`src/rtl/shared_mem_arbiter_pkg.sv`:
```
// Shared definitions for the shared-memory arbiter: default sizes, FSM encoding, index helpers.
package shared_mem_arbiter_pkg;

  localparam int unsigned SMEM_NUM_CORES = 16;
  localparam int unsigned SMEM_ADDR_W    = 8;
  localparam int unsigned SMEM_DATA_W    = 8;
  localparam int unsigned SMEM_MEM_LAT   = 1;
`ifdef SMEM_ARB_LOCK_EN
  localparam int unsigned SMEM_LOCK_MAX  = 4;
`endif

  typedef enum logic [1:0] {
    ST_IDLE  = 2'd0,
    ST_ISSUE = 2'd1,
    ST_WAIT  = 2'd2,
    ST_DONE  = 2'd3
  } arb_state_e;

  // Bits needed to hold 0..n-1, never less than one.
  function automatic int unsigned idx_width(input int unsigned n);
    return (n > 1) ? $clog2(n) : 1;
  endfunction

  function automatic int unsigned rr_next(input int unsigned idx, input int unsigned n);
    return (idx + 1 >= n) ? 0 : idx + 1;
  endfunction

endpackage

```
`src/rtl/shared_mem_arbiter_rr_priority_pick.sv`:
```
// Combinational round-robin pick: first set request at or above ptr, wrapping to 0.
module rr_priority_pick
  import shared_mem_arbiter_pkg::*;
#(
  parameter int unsigned N     = 16,
  parameter int unsigned IDX_W = idx_width(N)
) (
  input  logic [N-1:0]     req,
  input  logic [IDX_W-1:0] ptr,
  output logic [N-1:0]     grant,
  output logic [IDX_W-1:0] idx,
  output logic             any
);

  always_comb begin
    int unsigned j;
    // NOTE: every output is defaulted before the scan, so no path can infer a latch.
    grant = '0;
    idx   = '0;
    any   = 1'b0;
    j     = 0;
    for (int unsigned i = 0; i < N; i++) begin
      j = (32'(ptr) + i) % N;
      if (!any && req[j]) begin
        grant[j] = 1'b1;
        idx      = IDX_W'(j);
        any      = 1'b1;
      end
    end
  end

endmodule

```
`src/rtl/shared_mem_arbiter.sv`:
```
// Round-robin arbiter for the single-port shared data memory; one access in flight at a time.
// Define SMEM_ARB_LOCK_EN to add the Lock port, letting a core keep the grant up to LOCK_MAX times.
module shared_mem_arbiter
  import shared_mem_arbiter_pkg::*;
#(
  parameter int unsigned NUM_OF_CORES = SMEM_NUM_CORES,
  parameter int unsigned ADDR_W       = SMEM_ADDR_W,
  parameter int unsigned DATA_W       = SMEM_DATA_W,
  parameter int unsigned MEM_LAT      = SMEM_MEM_LAT
`ifdef SMEM_ARB_LOCK_EN
  ,
  parameter int unsigned LOCK_MAX     = SMEM_LOCK_MAX
`endif
) (
  input  logic                           clk,
  input  logic                           reset,
  input  logic [NUM_OF_CORES-1:0]        Req,
  input  logic [NUM_OF_CORES-1:0]        We,
  input  logic [NUM_OF_CORES*ADDR_W-1:0] Addr,
  input  logic [NUM_OF_CORES*DATA_W-1:0] Wdata,
`ifdef SMEM_ARB_LOCK_EN
  input  logic [NUM_OF_CORES-1:0]        Lock,
`endif
  output logic [NUM_OF_CORES-1:0]        Ack,
  output logic [DATA_W-1:0]              Rdata,
  output logic                           mem_en,
  output logic                           mem_we,
  output logic [ADDR_W-1:0]              mem_addr,
  output logic [DATA_W-1:0]              mem_wdata,
  input  logic [DATA_W-1:0]              mem_rdata
);

  localparam int unsigned IDX_W  = idx_width(NUM_OF_CORES);
  localparam int unsigned CNT_W  = idx_width(MEM_LAT);
`ifdef SMEM_ARB_LOCK_EN
  localparam int unsigned LOCK_W = idx_width(LOCK_MAX);
`endif

  arb_state_e              state_q, state_d;
  logic [IDX_W-1:0]        ptr_q, ptr_d, win_q, win_d;
  logic [IDX_W-1:0]        ptr_adv, pick_ptr, pick_idx, sel;
  logic [NUM_OF_CORES-1:0] win_oh_q, win_oh_d, ack_q, ack_d;
  logic [NUM_OF_CORES-1:0] pick_req, pick_grant;
  logic                    pick_any, regrant;
  logic                    mem_en_q, mem_en_d, mem_we_q, mem_we_d;
  logic [ADDR_W-1:0]       mem_addr_q, mem_addr_d;
  logic [DATA_W-1:0]       mem_wdata_q, mem_wdata_d, rdata_q, rdata_d;
  logic [CNT_W-1:0]        cnt_q, cnt_d;
`ifdef SMEM_ARB_LOCK_EN
  logic [LOCK_W-1:0]       lock_cnt_q, lock_cnt_d;
`endif

  assign ptr_adv = IDX_W'(rr_next(32'(win_q), NUM_OF_CORES));
  assign sel     = regrant ? win_q : pick_idx;

  // In DONE the finishing core sits out its own Ack cycle and the scan starts just past it.
  always_comb begin
    pick_req = Req;
    pick_ptr = ptr_q;
    regrant  = 1'b0;
    if (state_q == ST_DONE) begin
      pick_req = Req & ~ack_q;
      pick_ptr = ptr_adv;
`ifdef SMEM_ARB_LOCK_EN
      regrant  = Lock[win_q] && Req[win_q] && (lock_cnt_q < LOCK_W'(LOCK_MAX - 1));
`endif
    end
  end

  rr_priority_pick #(
    .N     (NUM_OF_CORES),
    .IDX_W (IDX_W)
  ) u_pick (
    .req   (pick_req),
    .ptr   (pick_ptr),
    .grant (pick_grant),
    .idx   (pick_idx),
    .any   (pick_any)
  );

  always_comb begin
    state_d     = state_q;
    ptr_d       = ptr_q;
    win_d       = win_q;
    win_oh_d    = win_oh_q;
    ack_d       = '0;
    mem_en_d    = 1'b0;
    mem_we_d    = mem_we_q;
    mem_addr_d  = mem_addr_q;
    mem_wdata_d = mem_wdata_q;
    cnt_d       = cnt_q;
    rdata_d     = rdata_q;
`ifdef SMEM_ARB_LOCK_EN
    lock_cnt_d  = lock_cnt_q;
`endif
    unique case (state_q)
      ST_IDLE, ST_DONE: begin
        if (state_q == ST_DONE && !regrant) ptr_d = ptr_adv;
        if (regrant || pick_any) begin
          if (!regrant) begin
            win_d    = pick_idx;
            win_oh_d = pick_grant;
          end
          mem_en_d    = 1'b1;
          mem_we_d    = We[sel];
          mem_addr_d  = Addr[sel*ADDR_W +: ADDR_W];
          mem_wdata_d = Wdata[sel*DATA_W +: DATA_W];
          state_d     = ST_ISSUE;
        end else begin
          state_d = ST_IDLE;
        end
`ifdef SMEM_ARB_LOCK_EN
        lock_cnt_d = regrant ? lock_cnt_q + 1'b1 : '0;
`endif
      end
      ST_ISSUE: begin
        cnt_d    = CNT_W'(MEM_LAT - 1);
        mem_we_d = 1'b0;
        state_d  = ST_WAIT;
      end
      ST_WAIT: begin
        if (cnt_q == '0) begin
          rdata_d = mem_rdata;
          ack_d   = win_oh_q;
          state_d = ST_DONE;
        end else begin
          cnt_d = cnt_q - 1'b1;
        end
      end
      default: state_d = ST_IDLE;
    endcase
  end

  always_ff @(posedge clk) begin
    // NOTE: sequential state uses non-blocking assignments so every flop samples pre-edge values.
    if (reset) begin
      state_q     <= ST_IDLE;
      ptr_q       <= '0;
      win_q       <= '0;
      win_oh_q    <= '0;
      ack_q       <= '0;
      mem_en_q    <= 1'b0;
      mem_we_q    <= 1'b0;
      mem_addr_q  <= '0;
      mem_wdata_q <= '0;
      cnt_q       <= '0;
      rdata_q     <= '0;
`ifdef SMEM_ARB_LOCK_EN
      lock_cnt_q  <= '0;
`endif
    end else begin
      state_q     <= state_d;
      ptr_q       <= ptr_d;
      win_q       <= win_d;
      win_oh_q    <= win_oh_d;
      ack_q       <= ack_d;
      mem_en_q    <= mem_en_d;
      mem_we_q    <= mem_we_d;
      mem_addr_q  <= mem_addr_d;
      mem_wdata_q <= mem_wdata_d;
      cnt_q       <= cnt_d;
      rdata_q     <= rdata_d;
`ifdef SMEM_ARB_LOCK_EN
      lock_cnt_q  <= lock_cnt_d;
`endif
    end
  end

  assign Ack       = ack_q;
  assign Rdata     = rdata_q;
  assign mem_en    = mem_en_q;
  assign mem_we    = mem_we_q;
  assign mem_addr  = mem_addr_q;
  assign mem_wdata = mem_wdata_q;

endmodule
```
`config.mk`:
```
export PLATFORM = sky130hd
export DESIGN_NAME = shared_mem_arbiter
export DESIGN_NICKNAME = d
export VERILOG_FILES = /design/src/rtl/shared_mem_arbiter_pkg.sv /design/src/rtl/shared_mem_arbiter_rr_priority_pick.sv /design/src/rtl/shared_mem_arbiter.sv
export SDC_FILE = /design/constraint.sdc
export NUM_CORES = 1
export LEC_CHECK = 0
export CAP_MARGIN = 20
export CORE_ASPECT_RATIO = 1.2
export CORE_MARGIN = 2
export CORE_UTILIZATION = 41
export DETAILED_ROUTE_END_ITERATION = 8
export PLACE_DENSITY = 0.79
export RECOVER_POWER = 100
export SYNTH_ARGS = -nofsm -noshare
export SYNTH_HDL_FRONTEND = slang
export SYNTH_HIERARCHICAL = 1
export SYNTH_SLANG_ARGS = --single-unit
export TNS_END_PERCENT = 10
```
`constraint.sdc`:
```
create_clock -name clk -period 7.2 [get_ports clk]
set_clock_uncertainty 0.1 [all_clocks]
set_input_delay 0.72 -clock clk [delete_from_list [all_inputs] [get_ports clk]]
set_output_delay 0.72 -clock clk [all_outputs]
set_load 0.02 [all_outputs]
```
# Word-level counts from Yosys, hierarchy flattened
# Index checks and enable logic that the tools add are counted.
# W data, S select, Z words.
# totals
regBits	69
in_bits	298
output_inout_bits	42
elab_cells	269
# op_classes
addsub	17
n_lt_le_gt_ge	34
eq_ne	5
n_shift	2
muxes	125
bitwise_logic	20
n_reduce_logical	55
# ops
operator	count
$mux W16	17
$shiftx A128 B8 Y8	2
$or A16 B16 Y16	15
$lt A4 B5 Y1 const B	17
$mux W4	18
$bmux W1 S4	17
$demux W1 S4	16
$ge A4 B1 Y1 const B	16
$mux W1	53
$add A4 B4 Y4 const B	8
$logic_and A1 B1 Y1	31
$add A4 B3 Y4 const B	4
$and A16 B16 Y16	1
$not A16 Y16	1
$logic_not A1 Y1	15
$add A4 B2 Y4 const B	2
$pmux W2 S3	1
$reduce_and A2 Y1	3
$add A4 B1 Y5 const B	1
$ge A5 B5 Y1 const B	1
$add A4 B1 Y4 const B	1
$eq A2 B2 Y1 const B	2
$ne A2 B2 Y1 const B	2
$pmux W1 S2	2
8 further kinds	12

# Depth between registers and ports, before layout
# Gate-level depths: netlist (run 1).
# depth
ltp_word	56
mapped_depth	27
depth_no_buf	19

# Cells and area by module
# Netlist (run 1), hierarchy kept.
# modules_own_cells
mod	instances	cells_each	area_each_um2	seq_area_each_um2
shared_mem_arbiter	1	393	4559.4	1361.3
rr_priority_pick	1	568	3928.8	0.0

# Worst setup path before layout (run 1)
# No wires, ideal clock.
# synth_path
path_type	register to register
startpoint	reg win_q[0]
endpoint	reg mem_addr_q[1] (netlist: mem_addr[1])
setup_ns	0.128
arrival_time_ns	6.529
required_ns	6.972
setup_slack_ns	0.444
stages_incl_launch_ff	25
n_path_buf	6
period_less_slack_ns	6.756
cell_sequence	dfxtp_1 > ha_1 > xnor2_1 > a21oi_1 > clkbuf_1 > buf_2 > inv_1 > clkbuf_1 > ha_1 > clkbuf_1 > mux4_2 > mux4_2 > or2_1 > or3_1 > or3_4 > or2_4 > nor2_4 > nor3_1 > a211oi_2 > buf_6 > buf_6 > mux4_1 > mux2_2 > a22oi_1 > o21ai_1
# synth_via
elab_chain_cells	53
elab_cells_between_ends	115
cone_classes	add/sub: 16; order compare: 1; shift: 1; mux: 66; reduce/logical: 31
# synth_rtl
element	line	text
start, declared	shared_mem_arbiter.sv:40	logic [IDX_W-1:0] ptr_q, ptr_d, win_q, win_d;
start signal, assigned	shared_mem_arbiter.sv:154	win_q <= win_d;
$add A4 B1 Y5 (*)	shared_mem_arbiter_pkg.sv:25	return (idx + 1 >= n) ? 0 : idx + 1;
$ge A5 B5 Y1	shared_mem_arbiter_pkg.sv:25	
$mux W4 (*)	shared_mem_arbiter_pkg.sv:25	
$mux W4 (*)	shared_mem_arbiter.sv:61	if (state_q == ST_DONE) begin
via pick_ptr[2]	shared_mem_arbiter.sv:41	logic [IDX_W-1:0] ptr_adv, pick_ptr, pick_idx, sel;
parallel branches: the longest is 47 deep, another holds $add A4 B1 Y4	--	
$mux W4 (*)	shared_mem_arbiter_rr_priority_pick.sv:24	if (!any && req[j]) begin
via pick_idx[1]	shared_mem_arbiter.sv:41	
$shiftx A128 B8 Y8 (*)	shared_mem_arbiter.sv:106	mem_addr_d = Addr[sel*ADDR_W +: ADDR_W];
end signal, assigned	shared_mem_arbiter.sv:159	mem_addr_q <= mem_addr_d;
end, declared	shared_mem_arbiter.sv:46	logic [ADDR_W-1:0] mem_addr_q, mem_addr_d;
# Mark *: on every way through the listed nets, which the timed path passes. The select of a mux whose other input is x is not followed.
# A chain may end at the register's enable or synchronous reset.

# Worst setup path in the final report (run 1)
# layout_path
startpoint	reg state_q[0]
endpoint	reg mem_wdata_q[2] (netlist: mem_wdata[2])
# layout_via
elab_chain_cells	51
elab_cells_between_ends	116
cone_classes	add/sub: 15; eq/ne: 1; shift: 1; mux: 66; reduce/logical: 33
# layout_rtl
element	line	text
start, declared	shared_mem_arbiter.sv:39	arb_state_e state_q, state_d;
start signal, assigned	shared_mem_arbiter.sv:152	state_q <= state_d;
$eq A2 B2 Y1 (*)	shared_mem_arbiter.sv:61	
$mux W4 (*)	shared_mem_arbiter.sv:61	
via pick_ptr[0]	shared_mem_arbiter.sv:41	
parallel branches: the longest is 47 deep, another holds $add A4 B1 Y4	--	
$mux W4 (*)	shared_mem_arbiter_rr_priority_pick.sv:24	
via pick_idx[0]	shared_mem_arbiter.sv:41	
$shiftx A128 B8 Y8 (*)	shared_mem_arbiter.sv:107	mem_wdata_d = Wdata[sel*DATA_W +: DATA_W];
end signal, assigned	shared_mem_arbiter.sv:160	mem_wdata_q <= mem_wdata_d;
end, declared	shared_mem_arbiter.sv:47	logic [DATA_W-1:0] mem_wdata_q, mem_wdata_d, rdata_q, rdata_d;
# Marks and branches as above.

==> impl_metrics.tcl, run 1 <==
set metrics [dict create \
    status "complete, but fails checks" \
    failed_checks "capacitance limit, slew limit" \
    clock-root-buffer "clkbuf_16" \
    routedWlPerCell_um 28.1 \
    count_of_port_buffers_added_during_placement 339 \
    critPathBufInv 3 \
    postRouteAntennaNets 0 \
    endpoint_kind "flop" \
    rsz0062_at_grt "no" \
    yosysSeqAreaShare 0.160 \
    drv.max_cap_violation_count 1 \
    worstMarginPinSlew_ps 1860 \
    leakagePower_uw 0.00460 \
    floorplan.initialDensity 0.419 \
    holdWs_ps 356 \
    pin_count_of_the_biggest_net_entering_global_routing 40 \
    tritoncts "yes" \
    power_density_nw_per_um2 557 \
    drive_gt1_frac 0.164 \
    detail_route.drc_violations 0 \
    die_width_um 135 \
    filler_cell_count 1741 \
    max_freq_ghz 0.148 \
    mostFrequentLayoutCells "296 x clkdlybuf4s50_1, 124 x nand2_1, 78 x nor2_1, 75 x buf_4, 74 x mux4_2" \
    cts_hold_buffers 0 \
    final_util 0.631 \
    synthesis.area_per_instance_sq_um 8.83 \
    top_level_ports 340 \
    vias_per_cell 6.48 \
    timing.final.setup_violations 0 \
    critical_path.cell_chain "ha_1, mux2_2, buf_4, ha_1, xnor2_1, mux2_1, mux2i_1, and3_1, nand3_2, or4_1, nor3_1, nor3_1, a21oi_4, buf_12, clkbuf_4, mux2_1, a22oi_1, o21ai_1" \
    synth.yosys.warnings 6 \
    global_route.usage.total 0.403 \
    critical-path-top-delay-family "simple AND/OR/NAND/NOR gates" \
    cts.path.max_buffers 2 \
    die_h_um 162 \
    final_nets 1631 \
    yosys.cell_types.count 79 \
    worst_path_clk_slew_ps 60 \
    period_share 0.940 \
    tritoncts_num_sinks 68 \
    min_period_ps 6770 \
    final_common_cell "clkdlybuf4s50_1" \
    ctsHtreeMaxLevel 3 \
    route.vias.total 10303 \
    worst_skew_pair.late_latency_ps 340 \
    worst-setup-path-type "flop to flop" \
    postSynthNetCount 1276 \
    dominantRegCellSynth "dfxtp_1" \
    wl_final_um 44600 \
    start_kind "flop" \
    die_area_sq_um 21900 \
    cts_setup_buffers 0 \
    mappedNetlistArea_sq_um 8490 \
    coreArea_sq_um 20300 \
    antenna_found_initial 5 \
    synth_enable_flop_cells 0 \
    finalPower_uw 7110 \
    timing.critical_path.required_ps 7320 \
    critical_path.max_fanout 29 \
    pre_cts_ws_ps 483 \
    synth-seq-cells 68 \
    number_of_buffers_inserted_during_clock_tree_synthesis 9 \
    drt-pass1-iter-count 6 \
    hpwlAfterDp_um 36600 \
    synth_async_sr_flop_share 0 \
    drt_first_iter_violations 1441 \
    crit_path_largest_cell_delay_ps 700 \
    slew_viol_final 40 \
    total_negative_slack_ps 0 \
    grt-ovfl-total 0 \
    area.growth.synth_to_final_pct 50.5 \
    grt_pass1_wl_um 65100 \
    timing.hold.worst.class "flop to flop" \
    post_cts_resized 0 \
    grt_pass1_vias 10394 \
    ir_drop_mv 0.415 \
    netlist_instances 961 \
    critPathSlowestCell "xnor2_1" \
    placementRows 57 \
    gpl.final_weighted_congestion 1.03 \
    hold_viol_final 0 \
    max_slew_margin -0.242 \
    final_critical_path_setup_slack_ps 433 \
    crit_arrival_ps 6890 \
]
[report_power, final]
part           leakage (uW)  total, uW  switching, uW  internal, uW
registers          0.000554        522           61.2           461
clock network      0.000127        403            172           231
logic               0.00392       6190           3440          2750
[area by class of cell]
type | count | area [sq um] | share of cell area
repair buffers | 422 | 4040 | 0.316
flip-flops and latches | 68 | 1360 | 0.107
clock inverters | 6 | 42.5 | 0.00333
well taps | 265 | 332 | 0.0259
multi-input cells | 798 | 6700 | 0.524
inverters | 17 | 63.8 | 0.00499
diodes | 5 | 12.5 | 0.000979
clock buffers | 9 | 225 | 0.0176
[through the flow]
step           std cells  instance area [sq um]
3_3_place_gp        1570                  12500
6_report            1590                  12800
3_5_place_dp        1570                  12500
2_1_floorplan        961                   8490
5_1_grt             1589                  12800
4_1_cts             1585                  12800
[flip-flops by register name, indices dropped and copies added, names as in the netlist]
signal,flops
mem_we,1
mem_wdata,8
Ack,16
ptr_q,4
state_q,2
mem_en,1
Rdata,8
mem_addr,8
win_q,4
win_oh_q,16
[path summary, 6_finish.rpt]
kind | start | end | slack (ps) | cells after the start
setup reg to reg | state_q[0] | mem_wdata[2] | 430 | 18
hold / removal | win_oh_q[15] | win_oh_q[15] | 360 | 2
setup / recovery | state_q[0] | mem_wdata[2] | 430 | 18
hold reg to reg | win_oh_q[15] | win_oh_q[15] | 360 | 2
[worst min-delay path, delay by kind of cell (launching register included)]
| kind | cells | cell delay, ps |
|---|---|---|
| compound gates | 1 | 50 |
| flops | 1 | 310 |
| simple gates | 1 | 50 |
[cell usage after synthesis (5+ instances only)]
cell type	count	area share
nand3_1	37	0.022
o21ai_0	23	0.014
a21boi_0	20	0.018
o221ai_1	20	0.021
o22ai_1	24	0.018
a2111oi_0	5	0.0052
o2111ai_1	5	0.0052
mux4_1	19	0.059
and3_1	5	0.0037
nor3_1	28	0.017
buf_2	12	0.0071
a31oi_1	9	0.0066
inv_1	16	0.0071
o21ai_1	15	0.0088
clkbuf_1	52	0.023
and2_1	20	0.015
a311oi_1	5	0.0052
mux2i_1	45	0.053
o211ai_1	10	0.0088
mux2_2	29	0.038
a21oi_1	47	0.028
dfxtp_1	68	0.16
a22oi_1	16	0.014
nand2b_1	11	0.0081
a211oi_1	5	0.0044
xnor2_1	11	0.011
buf_4	5	0.0044
or3_1	10	0.0074
nor2_1	78	0.034
nor4_1	10	0.0074
ha_1	17	0.025
mux4_2	74	0.20
nand2_1	124	0.055
buf_6	6	0.0080
nand4_1	7	0.0052
[logic make-up after synthesis]
kind of cell / count (synthesis) / synth area share
compound gates: 236 / 0.190
xor+xnor: 15 / 0.0155
fa+ha+maj: 17 / 0.0251
buf+inv: 95 / 0.0532
flops: 68 / 0.160
mux: 168 / 0.348
simple gates: 362 / 0.207
[metal layers]
| metal | track usage | part of all wire | vias to the layer above |
|---|---|---|---|
| met3 | 0.112 | 0.096 | 163 |
| met2 | 0.682 | 0.49 | 715 |
| li1 | - | - | 4482 |
| met1 | 0.452 | 0.34 | 4943 |
| met4 | 0.240 | 0.068 | 0 |
| met5 | 0 | 0 | - |
No activity file was read; power rests on OpenSTA's default activity.
==> run 2: changes to the inputs <==
- CORE_ASPECT_RATIO: 1.2 -> default
==> run 2 against run 1 <==
  * The run still ends with capacitance limit, slew limit left
  * Via count down 1.8%
  * Sequential power down 2%
  * Wire length down 8.5%
  * Sequential share of layout area up 0.17 points
  * Count of clock-buffer cells in the layout unchanged
  * First-iteration DRC count up 0.56%
  * Global-route usage down 4.3 points
  * Register-to-register slack about the same
  * Core utilization down 1.1 points
  * Maximum frequency about the same
  * Highest routed layer unchanged
==> impl_metrics.tcl, run 2 (synthesis gave the netlist of run 1 again) <==
set metrics [dict create \
    start_kind "flop" \
    crit-reg2reg-capture "mem_wdata[4]" \
    drive_gt1_frac 0.143 \
    hold_viol_final 0 \
    worstRegToRegCells 18 \
    clock-root-buffer "clkbuf_16" \
    postRouteAntennaNets 0 \
    rsz0062_at_grt "no" \
    routedWlPerCell_um 26.2 \
    grt_pass1_vias 9792 \
    ff2ff_setup_slack_ps 440 \
    vias_per_cell 6.50 \
    pin_count_of_the_biggest_net_entering_global_routing 46 \
    worstMarginPinSlew_ps 1790 \
    worst-setup-path-type "flop to flop" \
    wl_final_um 40800 \
    cts.path.max_buffers 2 \
    gpl.final_weighted_congestion 1.07 \
    total_negative_slack_ps 0 \
    timing.critical_path.required_ps 7310 \
    max_slew_margin -0.192 \
    timing.hold.worst.class "flop to flop" \
    ctsHtreeMaxLevel 3 \
    worst_skew_pair.late_latency_ps 330 \
    drt_first_iter_violations 1449 \
    drv.max_cap_violation_count 1 \
    max_freq_ghz 0.148 \
    top_level_ports 340 \
    placementRows 52 \
    tritoncts_num_sinks 68 \
    leakagePower_uw 0.00445 \
    worstSetupEndpoint "mem_wdata[4]" \
    floorplan.initialDensity 0.418 \
    final_nets 1597 \
    global_route.usage.total 0.360 \
    count_of_port_buffers_added_during_placement 339 \
    dp_cells 1540 \
    route.vias.total 10114 \
    postPlaceCellArea_sq_um 12300 \
    critical_path.max_fanout 29 \
    timing.critical_path.from "state_q[0]" \
    power_density_nw_per_um2 531 \
    worst_path_clk_slew_ps 60 \
    grt-ovfl-total 0 \
    area.growth.synth_to_final_pct 48.2 \
    hpwlAfterDp_um 33000 \
    detail_route.drc_violations 0 \
    antenna_found_initial 1 \
    final_common_cell "clkdlybuf4s50_1" \
    holdWs_ps 353 \
    coreArea_sq_um 20300 \
    endpoint_kind "flop" \
    tritoncts "yes" \
    timing.final.setup_violations 0 \
    ir_drop_mv 0.292 \
    die_width_um 148 \
    slew_viol_final 40 \
    die_area_sq_um 21900 \
    antenna_cells_inserted 0 \
    final_design_area_no_fill_sq_um 12600 \
    die_h_um 148 \
    status "complete, but fails checks" \
    number_of_buffers_inserted_during_clock_tree_synthesis 9 \
    r2r-start "state_q[0]" \
    min_period_ps 6760 \
    mostFrequentLayoutCells "296 x clkdlybuf4s50_1, 124 x nand2_1, 78 x nor2_1, 74 x mux4_2, 68 x dfxtp_1" \
    drt-pass1-iter-count 6 \
    final_util 0.620 \
    instances_no_fill 1557 \
    failed_checks "capacitance limit, slew limit" \
    crit_arrival_ps 6870 \
    grt_pass1_wl_um 60000 \
    period_share 0.939 \
]
-- run 2: cell count changes in the layout (fill, tap and decap cells not counted), sizes merged --
cell,before,now
diode,5,0
inv,16,17
bufinv,0,1
clkbuf,14,12
buf,78,46
clkinv,5,4
-- run 2: worst min path at each step --
stage,startpoint,end,slack (ps),cells past startpoint
after floorplan,win_oh_q[0],Ack[0],330,1
after global placement,win_oh_q[6],Ack[6],340,1
after detailed placement,win_oh_q[6],Ack[6],340,1
after CTS,win_oh_q[6],win_oh_q[6],350,2
after global routing,win_oh_q[3],win_oh_q[3],370,2
final,win_oh_q[6],win_oh_q[6],350,2
-- run 2: critical path: stages (launching register included) --
cell and delay [ps]:
dfxtp_1 380, ha_2 460, mux2_1 400, buf_4 270, ha_1 280, buf_4 230
xor2_1 290, mux4_2 640, nor2_2 250, nand3_1 260, or4_1 670, nor3_1 440
nor3_1 160, a21oi_4 210, buf_12 210, clkbuf_2 600, mux2_1 460, a22oi_1 170
o21ai_1 90
-- run 2: metrics by stage --
step | power [uW] | setup WS [ps]
2_1_floorplan | 4500 | 444
3_3_place_gp | 6160 | 505
3_5_place_dp | 6180 | 426
4_1_cts | 6630 | 380
5_1_grt | 6960 | 118
6_report | 6680 | 436
-- run 2: layer usage --
layer,share of wire,vias up,GRT usage
met5,0,-,0
met4,0.039,0,0.126
met3,0.11,117,0.0846
met2,0.48,734,0.603
met1,0.37,4860,0.458
li1,-,4403,-
-- run 2: report_power, final --
group	internal, uW	leakage (uW)	total (uW)	switching (uW)
logic	2520	0.00376	5730	3220
clock network	270	0.000142	441	171
registers	461	0.000554	510	48.6
-- run 2: repair_timing --
action,4_1_cts,5_1_grt
setup buffers,0,0
hold buffers,0,0
endpoints found under the hold margin,0,0
setup endpoints to repair,0,2
gates resized for setup,0,1
-- run 2: final cells by class --
type,count,area (sq um)
sequential,68,1360
inverter,17,63.8
tap,270,338
clock inverter,7,76.3
clock buffer,9,225
timing repair buffer,388,3800
multi-input combinational,798,6710
fill,1801,7720
